[src/rtl/stopwatch_pkg.sv]
// Shared encodings for the stopwatch core and its display driver.
// Status codes, segment constants and digit-index width live here so both ends agree.
package stopwatch_pkg;

  localparam int DIGIT_W = 2;

  localparam logic [1:0] ST_IDLE    = 2'b00;
  localparam logic [1:0] ST_RUNNING = 2'b01;
  localparam logic [1:0] ST_PAUSED  = 2'b10;

  // Active-low segment patterns, ordered {g,f,e,d,c,b,a}
  localparam logic [6:0] SEG_BLANK = 7'h7F;
  localparam logic [6:0] SEG_DASH  = 7'b0111111;

endpackage

[src/rtl/seg7_decoder.sv]
// BCD digit to active-low seven-segment pattern {g,f,e,d,c,b,a}.
// Non-decimal codes 10..15 produce a dark digit.
module seg7_decoder
  import stopwatch_pkg::*;
(
  input  logic [3:0] bcd,
  output logic [6:0] seg_n
);

  always_comb begin
    seg_n = SEG_BLANK;
    case (bcd)
      4'd0: seg_n = 7'b1000000;
      4'd1: seg_n = 7'b1111001;
      4'd2: seg_n = 7'b0100100;
      4'd3: seg_n = 7'b0110000;
      4'd4: seg_n = 7'b0011001;
      4'd5: seg_n = 7'b0010010;
      4'd6: seg_n = 7'b0000010;
      4'd7: seg_n = 7'b1111000;
      4'd8: seg_n = 7'b0000000;
      4'd9: seg_n = 7'b0010000;
      default: seg_n = SEG_BLANK;
    endcase
  end

endmodule

[src/rtl/stopwatch_display.sv]
// Four-digit multiplexed MM.SS driver for a common-anode display.
// Time and status are snapshotted once per scan frame; the display blinks while paused.
module stopwatch_display
  import stopwatch_pkg::*;
#(
  parameter int SCAN_DIV     = 50000,
  parameter int BLINK_FRAMES = 64
) (
  input  logic       clk,
  input  logic       rst_n,
  input  logic [6:0] minutes,
  input  logic [5:0] seconds,
  input  logic [1:0] status,
  output logic [3:0] an_n,
  output logic [6:0] seg_n,
  output logic       dp_n
);

  localparam int SCAN_W  = $clog2(SCAN_DIV);
  localparam int FRAME_W = $clog2(BLINK_FRAMES + 1);
  localparam logic [SCAN_W-1:0]  SCAN_LAST  = SCAN_W'(SCAN_DIV - 1);
  localparam logic [FRAME_W-1:0] FRAME_LAST = FRAME_W'(BLINK_FRAMES - 1);
  localparam logic [DIGIT_W-1:0] DIGIT_LAST = '1;

  // Binary 0..127 split into {tens, ones}; tens is only meaningful below 100.
  function automatic logic [7:0] bcd_split(input logic [6:0] v);
    return {4'(v / 7'd10), 4'(v % 7'd10)};
  endfunction

  logic [SCAN_W-1:0]  scan_cnt;
  logic [DIGIT_W-1:0] digit_idx;
  logic [FRAME_W-1:0] frame_cnt;
  logic               phase_on;

  logic [6:0] snap_min_p0;
  logic [5:0] snap_sec_p0;
  logic [1:0] snap_st_p0;

  logic       digit_wrap;
  logic       frame_wrap;
  logic [1:0] next_st;
  logic [7:0] sec_bcd;
  logic [7:0] min_bcd;
  logic       min_ovf;
  logic [3:0] digit_bcd;
  logic [6:0] glyph;
  logic [6:0] seg_sel;
  logic [3:0] an_sel;
  logic       dp_sel;
  logic       blank;

  assign digit_wrap = (scan_cnt == SCAN_LAST);
  assign frame_wrap = digit_wrap && (digit_idx == DIGIT_LAST);
  assign next_st    = (status == 2'b11) ? ST_IDLE : status;

  // Stage p0 -> display: decode the frozen snapshot for the selected digit
  assign sec_bcd = bcd_split({1'b0, snap_sec_p0});
  assign min_bcd = bcd_split(snap_min_p0);
  assign min_ovf = (snap_min_p0 > 7'd99);
  assign blank   = (snap_st_p0 == ST_PAUSED) && !phase_on;

  always_comb begin
    digit_bcd = 4'd0;
    case (digit_idx)
      2'd0: digit_bcd = sec_bcd[3:0];
      2'd1: digit_bcd = sec_bcd[7:4];
      2'd2: digit_bcd = min_bcd[3:0];
      2'd3: digit_bcd = min_bcd[7:4];
      default: digit_bcd = 4'd0;
    endcase
  end

  seg7_decoder u_dec (
    .bcd   (digit_bcd),
    .seg_n (glyph)
  );

  always_comb begin
    seg_sel = glyph;
    if (digit_idx[1] && min_ovf) begin
      seg_sel = SEG_DASH;
    end else if ((digit_idx == 2'd3) && (min_bcd[7:4] == 4'd0)) begin
      seg_sel = SEG_BLANK;
    end
  end

  assign an_sel = blank ? 4'b1111 : ~(4'b0001 << digit_idx);
  assign dp_sel = blank || (digit_idx != 2'd2);

  always_ff @(posedge clk) begin
    if (!rst_n) begin
      scan_cnt    <= '0;
      digit_idx   <= '0;
      frame_cnt   <= '0;
      phase_on    <= 1'b1;
      snap_min_p0 <= '0;
      snap_sec_p0 <= '0;
      snap_st_p0  <= ST_IDLE;
      an_n        <= 4'b1111;
      seg_n       <= SEG_BLANK;
      dp_n        <= 1'b1;
    end else begin
      if (digit_wrap) begin
        scan_cnt  <= '0;
        digit_idx <= digit_idx + 1'b1;
      end else begin
        scan_cnt <= scan_cnt + 1'b1;
      end

      // Stage input -> p0: capture a whole frame's worth of time at the boundary
      if (frame_wrap) begin
        snap_min_p0 <= minutes;
        snap_sec_p0 <= seconds;
        snap_st_p0  <= next_st;
        // Entering pause restarts the blink visible so the frozen time shows at once
        if ((next_st != ST_PAUSED) || (snap_st_p0 != ST_PAUSED)) begin
          phase_on  <= 1'b1;
          frame_cnt <= '0;
        end else if (frame_cnt == FRAME_LAST) begin
          phase_on  <= !phase_on;
          frame_cnt <= '0;
        end else begin
          frame_cnt <= frame_cnt + 1'b1;
        end
      end

      // Stage display -> pins: enables and segments move together
      an_n  <= an_sel;
      seg_n <= seg_sel;
      dp_n  <= dp_sel;
    end
  end

endmodule
[config.mk]
export PLATFORM = sky130hd
export DESIGN_NAME = stopwatch_display
export DESIGN_NICKNAME = d
export VERILOG_FILES = /design/src/rtl/stopwatch_pkg.sv /design/src/rtl/seg7_decoder.sv /design/src/rtl/stopwatch_display.sv
export SDC_FILE = /design/constraint.sdc
export NUM_CORES = 1
export LEC_CHECK = 0
export ABC_AREA = 1
export CORE_ASPECT_RATIO = 1.5
export CORE_UTILIZATION = 50
export CTS_BUF_LIST = sky130_fd_sc_hd__clkbuf_8
export DETAILED_ROUTE_END_ITERATION = 7
export PLACE_DENSITY = 0.71
export SYNTH_ARGS = -nofsm -noshare
export SYNTH_HDL_FRONTEND = slang
export SYNTH_SLANG_ARGS = --single-unit
[constraint.sdc]
create_clock -name clk -period 4.1 [get_ports clk]
set_input_delay 0.41 -clock clk [delete_from_list [all_inputs] [get_ports clk]]
set_output_delay 0.41 -clock clk [all_outputs]
set_load 0.02 [all_outputs]
==> flow_metrics.tcl, run 1 <==
set metrics [dict create \
    status "completed" \
    avgSynthCellArea_um2 6.88 \
    synthMuxAreaShare 0 \
    p_total_mw 0.935 \
    post-route-period-util 0.825 \
    cp_data_arrival_time_ns 3.58 \
    drv_slew 0 \
    cp_max_fo 9 \
    synth-main-ff-cell "dfxtp_1" \
    slowest_delay_ns 0.37 \
    dieArea_um2 6260 \
    cts_root_buffer "clkbuf_8" \
    clk_latency_ns 0.31 \
    cp.required_ns 4.30 \
    dpl_cell_area_um2 3320 \
    async_flop_share 0 \
    end_kind "register" \
    cts_max_level 2 \
    n_antenna_cell 0 \
    die_h_um 96.4 \
    netlist_area_um2 2970 \
    num_rows 34 \
    seq_area_frac_synth 0.357 \
    fin_area_um2 3440 \
    yosysTopAreaCellShare 0.357 \
    area_growth_pct 15.8 \
    drcViolationCount 0 \
    fin_worst_skew_ns 0.00664 \
    finalNonFillerCells 536 \
    critPathLaunchType "register" \
    worst_pin_slew_ns 0.662 \
    fin_setup_tns_ns 0 \
    synth-edff-count 0 \
    dp_hpwl_um 4970 \
    dp_slack_ns 0.757 \
    final_nets 491 \
    hp-class "reg -> reg" \
    netlist_top_cells_area "dfxtp_1, nand2_1, inv_1, a21oi_1, o21ai_0" \
    power_density_nw_per_um2 272 \
    crit_top_cell "nand2_1" \
    port_buffers 28 \
    synth_compound_area_frac 0.184 \
    synth_top_area_cell "dfxtp_1" \
    cts_resized 0 \
    yosys.area_share.adder 0.0463 \
    fin_crit_ns 3.38 \
    firstDrtPassIters 4 \
    maxCapViolCount 0 \
    maxSlewHeadroom 0.558 \
    grt_max_degree 27 \
    viasPerCell 5.15 \
    vias 2761 \
    crit_type "reg -> reg" \
    clk_pin_slew_ns 0.09 \
    grt_util_all_layers 0.223 \
    initial_utilization 0.517 \
    peakVddDrop_mv 0.208 \
    nFillCells 556 \
    drt_iter0_markers 184 \
    grt_pass1_vias 2645 \
    chipWidth_um 64.9 \
    synth.most_common_cell "nand2_1" \
    ys_types 38 \
    routedWlPerCell_um 11.7 \
    yosys_warnings 0 \
    final_hold_viol_count 0 \
    ctsLongestPathBuffers 2 \
    synth_xor_area_frac 0.00590 \
    syn_nets 460 \
    setup_viol 0 \
    syn-instance-count 432 \
    worst_slack_ns 0.717 \
    grt_overflow 0 \
    cts_tree "done" \
    post-route-util 0.599 \
    rsz0062_at_grt "false" \
    leakage_nw 1.40 \
    drt_wl_total_um 6260 \
    cts_buffers 5 \
    synth_top_family_by_area "simple AND/OR/NAND/NOR gates" \
    postCtsHoldBufs 0 \
    fmax_mhz 296 \
    grt_first_pass_wirelength_um 10900 \
    postCtsSetupBuffers 0 \
    slowest_stage "ha_1" \
    antenna_left 0 \
    synth_seq_cells 53 \
    dp.cells 528 \
    antenna_found_initial 0 \
    drive_above_1_share 0.0991 \
    yosys.area_share.simple 0.294 \
    core_um2 5740 \
    gp_congestion 0.906 \
    pin_count 29 \
    clock_sinks 53 \
    synth.top_cells.by_count "nand2_1, inv_1, dfxtp_1" \
    fin_worst_hold_slack_ns 0.452 \
]
-- cells by family after synthesis --
group,after synthesis
AOI/OAI and AO/OA,95
DFF,53
and+or+nand+nor,184
adders and majority gates,11
xor gates and xnor gates,2
buffers and inverters,87
-- worst paths after layout --
| path | startpoint | end | slack, ns | cells past startpoint |
|---|---|---|---|---|
| max reg2reg | digit_idx[0] | seg_n[6] | 0.72 | 33 |
| max | digit_idx[0] | seg_n[6] | 0.72 | 33 |
| min reg2reg | frame_cnt[6] | frame_cnt[6] | 0.45 | 2 |
| min | frame_cnt[6] | frame_cnt[6] | 0.45 | 2 |
-- registers in the layout (all words and copies together) (netlist names) --
register     cells
an_n             4
digit_idx        2
dp_n             1
frame_cnt        7
phase_on         1
scan_cnt        16
seg_n            7
snap_min_p0      7
snap_sec_p0      6
snap_st_p0       2
-- report_power, final --
| part | internal [mW] | switching (mW) |
|---|---|---|
| combinational | 0.0258 | 0.0223 |
| sequential | 0.520 | 0.00236 |
| clock | 0.197 | 0.168 |
-- final cells by class --
cell class                      count  area (um2)  area share
Sequential cell                    53        1060       0.309
Inverter                           82         309      0.0899
Clock buffer                        6        82.6      0.0240
Tap cell                           72        90.1      0.0262
Timing Repair Buffer               29         288      0.0837
Multi-Input combinational cell    292        1570       0.458
Clock inverter                      2        33.8     0.00983
-- placed cells by master (no fill, tap or decap), types with 2 or more instances in the layout --
master and count:
nor2_1 32, dfxtp_1 53, ha_1 11, nand2_2 12
nor4_1 6, nand3_1 22, a21oi_1 38, nand2_4 5
o211ai_1 4, clkdlybuf4s50_1 28, inv_1 75, nor3_1 16
o21ai_1 3, o21ai_2 3, nand2_1 78, o21a_1 2
inv_2 6, nand3_2 5, o21ai_0 34, nand4_1 5
a31oi_1 2, clkbuf_8 6, xor2_1 2
-- layer usage --
layer,vias up,GRT usage,wire [um],share of wire
met4,0,0.100,150,0.024
met5,-,0,0,0
met3,12,0.0293,136,0.022
met2,41,0.441,3370,0.54
li1,1458,-,-,-
met1,1250,0.227,2600,0.42
-- critical path, delay by kind of cell, from the launching register on --
family                   cells  cell delay (ns)
adder cells (fa/ha/maj)      3             0.72
buffers and inverters        6             0.45
flip-flops                   1             0.34
AND/OR/NAND/NOR             24             1.77
Power figures use the tool's default switching activity.
==> inputs of run 2 (changes only) <==
==> constraint.sdc (replaced) <==
create_clock -name clk -period 3.2 [get_ports clk]
set_input_delay 0.32 -clock clk [delete_from_list [all_inputs] [get_ports clk]]
set_output_delay 0.32 -clock clk [all_outputs]
set_load 0.02 [all_outputs]
==> run 2 against run 1 <==
Die area unchanged. Routed wire length increased by 7.0%. Sequential share of layout area decreased by 1.9 points. Non-clock buffer count increased by 10. Clock skew increased by 0.0014 ns. Global-route usage decreased by 0.55 points. Register-to-register slack got worse by 0.56 ns. Utilization increased by 4.2 points. Largest cell class unchanged.
==> flow_metrics.tcl, run 2 (synthesis results as in run 1) <==
set metrics [dict create \
    die_h_um 96.4 \
    p_total_mw 1.12 \
    routedWlPerCell_um 12.3 \
    fin_setup_tns_ns 0 \
    antenna_found_initial 0 \
    peakVddDrop_mv 0.298 \
    drcViolationCount 0 \
    power_density_nw_per_um2 304 \
    num_rows 34 \
    grt_first_pass_wirelength_um 10600 \
    drv_slew 0 \
    initial_utilization 0.517 \
    drive_above_1_share 0.165 \
    status "completed" \
    critPathLaunchType "register" \
    cts_root_buffer "clkbuf_8" \
    hp-class "reg -> reg" \
    worst_pin_slew_ns 0.674 \
    clock_sinks 53 \
    slowest_stage "dfxtp_4" \
    dp_hpwl_um 4980 \
    cts_buffers 5 \
    crit_type "reg -> reg" \
    port_buffers 28 \
    chipWidth_um 64.9 \
    worst_slack_ns 0.155 \
    n_antenna_cell 0 \
    setup_viol 0 \
    drt_wl_total_um 6700 \
    grtUsageMet2 0.421 \
    final_nets 501 \
    final_hold_viol_count 0 \
    cp.required_ns 3.40 \
    vias 2787 \
    clk_pin_slew_ns 0.10 \
    post-route-period-util 0.951 \
    dpl_cell_area_um2 3350 \
    maxSlewHeadroom 0.550 \
    dp_slack_ns -0.0348 \
    crit_top_cell "nand2_1" \
    firstDrtPassIters 4 \
    largest_reg_flops 16 \
    use_met3 0.0293 \
    finalNonFillerCells 546 \
    end_kind "register" \
    dp.cells 532 \
    fin_worst_skew_ns 0.00806 \
    final_cell_mix "inv_1, nand2_1, dfxtp_1, a21oi_1, o21ai_0" \
    slowest_delay_ns 0.38 \
    cp_max_fo 6 \
    viasPerCell 5.10 \
    fin_worst_hold_slack_ns 0.446 \
    fin_area_um2 3680 \
    grt_pass1_vias 2598 \
    dieArea_um2 6260 \
    fmax_mhz 328 \
    fin_crit_ns 3.04 \
    post-route-util 0.640 \
    area_growth_pct 23.8 \
    cts_tree "done" \
    leakage_nw 1.46 \
    gp_congestion 0.902 \
    grt_busiest_layer "met2" \
    grt_max_degree 27 \
    cp_data_arrival_time_ns 3.25 \
    antenna_left 0 \
    maxCapViolCount 0 \
    grt_util_all_layers 0.218 \
    grtUsageMet1 0.222 \
    ctsLongestPathBuffers 2 \
    grt_overflow 0 \
    drt_iter0_markers 99 \
    largest-register "scan_cnt" \
    core_um2 5740 \
    pin_count 29 \
    clk_latency_ns 0.31 \
    cts_max_level 2 \
]
-- run 2: area by class of cell --
type / count / area, um2
fill: 544 / 2070
multi-input combinational: 292 / 1740
sequential: 53 / 1070
timing repair buffer: 39 / 367
inverter: 82 / 320
tap: 72 / 90.1
clock buffer: 5 / 68.8
clock inverter: 3 / 22.5
-- run 2: final timing paths --
check / slack, ns / start / depth (start not counted) / endpoint
max: 0.16 / digit_idx[0] / 31 / seg_n[6]
min: 0.45 / frame_cnt[6] / 2 / frame_cnt[6]
max reg2reg: 0.16 / digit_idx[0] / 31 / seg_n[6]
min reg2reg: 0.45 / frame_cnt[6] / 2 / frame_cnt[6]
-- run 2: worst max-delay path: cells and delay by family (launching register included) --
| kind | cells | cell delay [ns] |
|---|---|---|
| and+or+nand+nor | 21 | 1.52 |
| adders and majority gates | 3 | 0.48 |
| AOI/OAI and AO/OA | 1 | 0.21 |
| buffers and inverters | 6 | 0.34 |
| DFF | 1 | 0.38 |
-- run 2: power breakdown --
part	switching, mW	internal (mW)	leakage [nW]
registers	0.00306	0.666	0.432
logic	0.0287	0.0329	0.989
clock network	0.232	0.154	0.0364
total	0.264	0.853	1.46
-- run 2: metal layers --
metal / vias to the layer above / wire (um)
met3: 16 / 130
met2: 35 / 3670
met5: - / 0
met1: 1263 / 2690
met4: 0 / 205
li1: 1473 / -
-- run 2: repair_timing --
| action | 4_1_cts | 5_1_grt |
|---|---|---|
| hold buffers | 0 | 0 |
| resized for setup | 3 | 39 |
| buffers inserted | 0 | 6 |
| setup endpoints to repair | 3 | 7 |
| pin swaps | 0 | 8 |
